==> src/rtl/layer_ctrl_if.sv <==
// layer_ctrl_if: handshake/bus bundle between the layer sequencer and its datapath.
//   start    : run request (datapath/host -> controller)
//   abort    : run abort, present only when LAYER_CTRL_ABORT_EN is defined
//   busy     : controller not idle
//   done     : one-cycle run-complete pulse
//   mem_rd   : weight-memory read strobe (shared by all banks)
//   mem_addr : weight address g*L + i
//   in_idx   : input-vector index aligned with mem_rd
//   mac_en   : MAC operand valid (mem_rd delayed one cycle)
//   mac_idx  : in_idx delayed one cycle
//   mac_clr  : accumulator clear pulse
//   out_we   : output-layer write strobe
//   out_grp  : group index qualified by out_we
// Modport master is the controller side, slave is the datapath side.
`timescale 1ns / 1ps

interface layer_ctrl_if #(
    parameter int unsigned AW = 12,
    parameter int unsigned IW = 10,
    parameter int unsigned GW = 3
);
    logic          start;
`ifdef LAYER_CTRL_ABORT_EN
    logic          abort;
`endif
    logic          busy;
    logic          done;
    logic          mem_rd;
    logic [AW-1:0] mem_addr;
    logic [IW-1:0] in_idx;
    logic          mac_en;
    logic [IW-1:0] mac_idx;
    logic          mac_clr;
    logic          out_we;
    logic [GW-1:0] out_grp;

    modport master (
        input  start,
`ifdef LAYER_CTRL_ABORT_EN
        input  abort,
`endif
        output busy, done, mem_rd, mem_addr, in_idx,
        output mac_en, mac_idx, mac_clr, out_we, out_grp
    );

    modport slave (
        output start,
`ifdef LAYER_CTRL_ABORT_EN
        output abort,
`endif
        input  busy, done, mem_rd, mem_addr, in_idx,
        input  mac_en, mac_idx, mac_clr, out_we, out_grp
    );
endinterface

==> src/rtl/layer_ctrl.sv <==
// layer_ctrl: sequences G neuron groups of L MAC terms each over a shared MAC array.
// Per group: CLEAR (1) -> ISSUE (L) -> DRAIN (MAC_LAT+1) -> WRITE (1); DONE (1) after the last.
// Ports:
//   clk  : clock, rising edge
//   rst  : synchronous active-high reset
//   bus  : layer_ctrl_if.master (start/abort in, strobes, addresses and indices out)
// Optional feature: define LAYER_CTRL_ABORT_EN to add bus.abort, which returns the
// controller to IDLE from any busy state and clears the accumulators on the next cycle.
`timescale 1ns / 1ps

module layer_ctrl #(
    parameter int unsigned L       = 784,
    parameter int unsigned G       = 5,
    parameter int unsigned MAC_LAT = 2
) (
    input logic         clk,
    input logic         rst,
    layer_ctrl_if.master bus
);
    localparam int unsigned AW = $clog2(G * L);
    localparam int unsigned IW = $clog2(L);
    localparam int unsigned GW = (G > 1) ? $clog2(G) : 1;
    // Drain counter counts 0..MAC_LAT
    localparam int unsigned DW = (MAC_LAT > 0) ? $clog2(MAC_LAT + 1) : 1;

    typedef enum logic [2:0] {
        StIdle,
        StClear,
        StIssue,
        StDrain,
        StWrite,
        StDone
    } state_e;

    state_e        state_q, state_d;
    logic [GW-1:0] g_q, g_d;
    logic [IW-1:0] i_q, i_d;
    logic [AW-1:0] base_q, base_d;   // g*L, stepped by L per group to avoid a multiplier
    logic [DW-1:0] dcnt_q, dcnt_d;
    logic          mac_en_q;
    logic [IW-1:0] mac_idx_q;
`ifdef LAYER_CTRL_ABORT_EN
    logic          abort_hit;
    logic          abort_clr_q;
`endif

    always_comb begin
        state_d      = state_q;
        g_d          = g_q;
        i_d          = i_q;
        base_d       = base_q;
        dcnt_d       = dcnt_q;
        bus.busy     = (state_q != StIdle);
        bus.done     = 1'b0;
        bus.mem_rd   = 1'b0;
        bus.mem_addr = '0;
        bus.in_idx   = '0;
        bus.mac_clr  = 1'b0;
        bus.out_we   = 1'b0;
        bus.out_grp  = '0;

        unique case (state_q)
            StIdle: begin
                if (bus.start) begin
                    state_d = StClear;
                    g_d     = '0;
                    base_d  = '0;
                end
            end
            StClear: begin
                bus.mac_clr = 1'b1;
                i_d         = '0;
                state_d     = StIssue;
            end
            StIssue: begin
                bus.mem_rd   = 1'b1;
                bus.mem_addr = base_q + AW'(i_q);
                bus.in_idx   = i_q;
                if (i_q == IW'(L - 1)) begin
                    // i holds at L-1 through DRAIN; CLEAR rewinds it
                    state_d = StDrain;
                    dcnt_d  = '0;
                end else begin
                    i_d = i_q + IW'(1);
                end
            end
            StDrain: begin
                if (dcnt_q == DW'(MAC_LAT)) begin
                    state_d = StWrite;
                end else begin
                    dcnt_d = dcnt_q + DW'(1);
                end
            end
            StWrite: begin
                bus.out_we  = 1'b1;
                bus.out_grp = g_q;
                if (g_q == GW'(G - 1)) begin
                    state_d = StDone;
                end else begin
                    g_d     = g_q + GW'(1);
                    base_d  = base_q + AW'(L);
                    state_d = StClear;
                end
            end
            StDone: begin
                bus.done = 1'b1;
                state_d  = StIdle;
            end
            default: begin
                state_d = StIdle;
            end
        endcase

`ifdef LAYER_CTRL_ABORT_EN
        abort_hit = bus.abort && (state_q != StIdle);
        if (abort_hit) begin
            state_d = StIdle;
            g_d     = '0;
            i_d     = '0;
            base_d  = '0;
            dcnt_d  = '0;
        end
        // Accumulators are cleared in the first IDLE cycle after an abort
        bus.mac_clr = bus.mac_clr | abort_clr_q;
`endif
        bus.mac_en  = mac_en_q;
        bus.mac_idx = mac_idx_q;
    end

    always_ff @(posedge clk) begin
        if (rst) begin
            state_q     <= StIdle;
            g_q         <= '0;
            i_q         <= '0;
            base_q      <= '0;
            dcnt_q      <= '0;
            mac_en_q    <= 1'b0;
            mac_idx_q   <= '0;
`ifdef LAYER_CTRL_ABORT_EN
            abort_clr_q <= 1'b0;
`endif
        end else begin
            state_q     <= state_d;
            g_q         <= g_d;
            i_q         <= i_d;
            base_q      <= base_d;
            dcnt_q      <= dcnt_d;
`ifdef LAYER_CTRL_ABORT_EN
            abort_clr_q <= abort_hit;
            mac_en_q    <= bus.mem_rd & ~abort_hit;
            mac_idx_q   <= abort_hit ? '0 : bus.in_idx;
`else
            // in_idx is already 0 when mem_rd is low, so mac_idx follows the same rule
            mac_en_q    <= bus.mem_rd;
            mac_idx_q   <= bus.in_idx;
`endif
        end
    end
endmodule

==> src/flat_wrapper.sv <==
// flat-port wrapper written by rule: the top's interface ports become plain ports
module layer_ctrl_flat 
#(
    parameter int unsigned L       = 784,
    parameter int unsigned G       = 5,
    parameter int unsigned MAC_LAT = 2
)
  (clk, rst, bus_start, bus_busy, bus_done, bus_mem_rd, bus_mem_addr, bus_in_idx, bus_mac_en, bus_mac_idx, bus_mac_clr, bus_out_we, bus_out_grp);
  layer_ctrl_if bus_i ();
  input logic clk;
  input logic rst;
  input wire logic [$bits(bus_i.start)-1:0] bus_start;
  output wire logic [$bits(bus_i.busy)-1:0] bus_busy;
  output wire logic [$bits(bus_i.done)-1:0] bus_done;
  output wire logic [$bits(bus_i.mem_rd)-1:0] bus_mem_rd;
  output wire logic [$bits(bus_i.mem_addr)-1:0] bus_mem_addr;
  output wire logic [$bits(bus_i.in_idx)-1:0] bus_in_idx;
  output wire logic [$bits(bus_i.mac_en)-1:0] bus_mac_en;
  output wire logic [$bits(bus_i.mac_idx)-1:0] bus_mac_idx;
  output wire logic [$bits(bus_i.mac_clr)-1:0] bus_mac_clr;
  output wire logic [$bits(bus_i.out_we)-1:0] bus_out_we;
  output wire logic [$bits(bus_i.out_grp)-1:0] bus_out_grp;
  assign bus_i.start = bus_start;
  assign bus_busy = bus_i.busy;
  assign bus_done = bus_i.done;
  assign bus_mem_rd = bus_i.mem_rd;
  assign bus_mem_addr = bus_i.mem_addr;
  assign bus_in_idx = bus_i.in_idx;
  assign bus_mac_en = bus_i.mac_en;
  assign bus_mac_idx = bus_i.mac_idx;
  assign bus_mac_clr = bus_i.mac_clr;
  assign bus_out_we = bus_i.out_we;
  assign bus_out_grp = bus_i.out_grp;
  layer_ctrl #(.L(L), .G(G), .MAC_LAT(MAC_LAT)) u_core (.clk(clk), .rst(rst), .bus(bus_i));
endmodule
==> config.mk <==
export PLATFORM = sky130hd
export DESIGN_NAME = layer_ctrl_flat
export DESIGN_NICKNAME = d
export VERILOG_FILES = /design/src/rtl/layer_ctrl_if.sv /design/src/rtl/layer_ctrl.sv /design/src/flat_wrapper.sv
export SDC_FILE = /design/constraint.sdc
export NUM_CORES = 1
export LEC_CHECK = 0
export BUFFER_PORTS_ARGS = -buffer_cell sky130_fd_sc_hd__buf_2
export CORE_MARGIN = 2
export CORE_UTILIZATION = 50
export CTS_BUF_LIST = sky130_fd_sc_hd__clkbuf_4 sky130_fd_sc_hd__clkbuf_8
export DETAILED_ROUTE_END_ITERATION = 10
export GPL_TIMING_DRIVEN = 0
export HOLD_SLACK_MARGIN = 0.15
export MAX_ROUTING_LAYER = met4
export PLACE_DENSITY = 0.83
export SETUP_SLACK_MARGIN = 0.02
export SYNTH_ARGS = -nofsm -noshare
export SYNTH_HDL_FRONTEND = slang
export SYNTH_SLANG_ARGS = --single-unit
==> constraint.sdc <==
create_clock -name clk -period 2.15 [get_ports clk]
set_input_delay 0 -clock clk [delete_from_list [all_inputs] [get_ports clk]]
set_output_delay 0 -clock clk [all_outputs]
set_load 0.05 [all_outputs]
==> metrics <==
clk root buf=clkbuf_8; area grow syn2layout=21.9%; Fin. Hold Viols=0; synth cell count leaders=37 x dfxtp_1, 27 x and2_1, 17 x a21oi_1, 17 x nor2_1, 15 x o21ai_0; PortBufs=between 40 and 50; slew margin rel.=0.632; Post-Layout Cell Count=between 300 and 400; maximum VDD drop=roughly 370 uV; antenna viol nets, final=0; DR DRC count=0; top-count cell post-synth=dfxtp_1; drt total wl=5170 microns; Synth warnings=0; cell total after placement=between 300 and 400; share of layout cells above drive strength 1=0.266; CP Launch Type=flop; data required time of the critical path=approximately 2.2 ns; # nets final=between 300 and 400; Synth area leader=dfxtp_1; post-route cell area=2600 sq um; f_max=between 0.4 and 0.5 GHz; number of flops mapped to enable cells by yosys=0; placer congestion estimate=roughly 0.85; post-CTS setup repair buffer count=0; Cells after Synth=roughly 260; Starting Density=0.525; WL/cell=around 14 microns; total track usage=0.221; Inserted Clock Buffers=5; outcome=completed; post-synthesis average cell area=8.36 sq um; Synth cell types=50; Filler Cells Inserted=339; Syn Nets=between 200 and 300; Cell Pwr Density=roughly 500 nW/um^2; Slew Limit Fails=0; CP max-delay cell=dfxtp_1; max-cap violation count=0; antenna violations before repair=0; Inserted Diodes=0; total number of vias=a little over 2000; Area contributors post-synth=dfxtp_1 35%, and2_1 7.9%, ha_1 6.5%; Post-Route Skew=0.00443 ns; initial drt markers=roughly 130; clk slew on worst S/H paths=0.08 ns; Die Ht=slightly below 70 microns; CP Data Arrival Time=around 2 ns; CTS Buffer Depth=2; multi-input combinational cell area=around 1400 sq um; CTS tree=built; Horiz. Die Dim=around 69 microns; reg2reg setup slack=about 0.29 ns; dominant synthesized flop cell=dfxtp_1; Final period util=0.953; top-area cell type share of the netlist area=0.347; post-synthesis sequential area ratio=0.347; vias per cell=roughly 5.7; area of the die=approximately 4800 sq um; pin count of the biggest net entering global routing=13; total iterations of the first detailed-routing run=4; async set or reset register ratio after synthesis=0; Worst Max-Slew Pin Slew=0.552 ns; Worst Hold Class=flop to flop; total grt overflow=0; Placement Setup Slack=around 0.056 ns; dpl cell area=between 2000 and 2500 sq um; Critical path buffers and inverters=1; core area=slightly above 4000 sq um; critical path capture point type=primary output; top cell family by delay on the critical path=compound AO/OA/AOI/OAI gates; Core Rows=23; CP peak stage delay=between 0.4 and 0.5 ns; Period minus WS final=slightly above 2 ns; count of final setup violators=0; Synth Register Bits=37; Final Worst Setup Slack=between 0.1 and 0.15 ns; critical path class=flop to primary output; DP Wirelength=roughly 3600 microns; cell area after synthesis=roughly 2100 sq um; crit-path cells=ha_4 > a211oi_2 > o21bai_2 > a21oi_2 > mux2i_2 > buf_4; Max FO, Critical Path=5; boundary pin count=44; Reg area=around 750 sq um; vias in the first global route=about 1800; first-pass GRT wire length=8350 microns; clk sinks=37; Leak Pwr=1.12 nW; CTS H-Tree Depth=2; worst skew pair latency=0.29 ns
## cells by family after synthesis
family          after synthesis  synth area share
mux                           3            0.0141
buf+inv                      21            0.0464
compound gates               62             0.185
simple gates                117             0.326
fa+ha+maj                    11            0.0646
xor+xnor                      4            0.0164
flops                        37             0.347
## per-layer routing
metal / vias up / track usage / wire, microns
met4: 0 / 0.0588 / 57
met2: 56 / 0.337 / 2410
met5: - / - / 0
met1: 931 / 0.292 / 2420
met3: 7 / 0.0552 / 276
li1: 1030 / - / -
## power breakdown
group | total (mW) | switching, mW | internal, mW
Combinational | 0.142 | 0.0972 | 0.0444
Clock | 0.487 | 0.264 | 0.224
Sequential | 0.699 | 0.00746 | 0.691
Total | 1.33 | 0.368 | 0.959
## final cells by class
class,instances,share of cell area
Buffer,12,0.0274
Sequential cell,37,0.287
Timing Repair Buffer,45,0.0943
Clock buffer,5,0.0265
Clock inverter,3,0.00674
Multi-Input combinational cell,197,0.520
Tap cell,50,0.0241
Inverter,9,0.0140
## registers in the layout, summed over array words and instances, names as in the netlist
| name | cells |
|---|---|
| u_core.state_q | 3 |
| u_core.g_q | 3 |
| u_core.i_q | 10 |
| u_core.bus.mac_en | 1 |
| u_core.base_q | 8 |
| u_core.dcnt_q | 2 |
| u_core.bus.mac_idx | 10 |
## metrics by stage
step	utilization	TNS [ns]	hold slack (ns)	power [mW]
after floorplan	-	0	0.193	0.813
after CTS	0.626	0	0.502	1.33
final	0.641	0	0.507	1.33
after global placement	0.596	0	0.362	0.846
after detailed placement	0.596	0	0.383	0.847
after global routing	0.641	-0.00566	0.545	1.38
## worst min-delay path, stage by stage (launching register included)
cell     delay [ns]
dfxtp_1        0.34
nand2_1        0.06
a21oi_1        0.05
## cell usage in the layout (no fill, tap or decap), types with 7 or more instances in the layout
cell and count:
nor2_1 16, and2_1 27, nand3_1 11, nand2_1 11, a21oi_1 15, dfxtp_1 33
and3_1 8, buf_2 42, inv_1 7, a31oi_1 7, ha_1 8, o21ai_0 14
## path summary, 6_finish.rpt
kind | from | to | cells after the start
setup / recovery | u_core.base_q[5] | bus_mem_addr[9] | 6
hold / removal | u_core.g_q[1] | u_core.g_q[1] | 2
setup reg to reg | u_core.state_q[1] | u_core.i_q[9] | 5
hold reg to reg | u_core.g_q[1] | u_core.g_q[1] | 2
## repair_timing
action,CTS,global route
pin swaps,1,1
gates resized for setup,5,20
hold buffers,2,0
setup endpoints to repair,5,19
endpoints found under the hold margin,5,0
No activity file was read; power rests on OpenSTA's default activity.
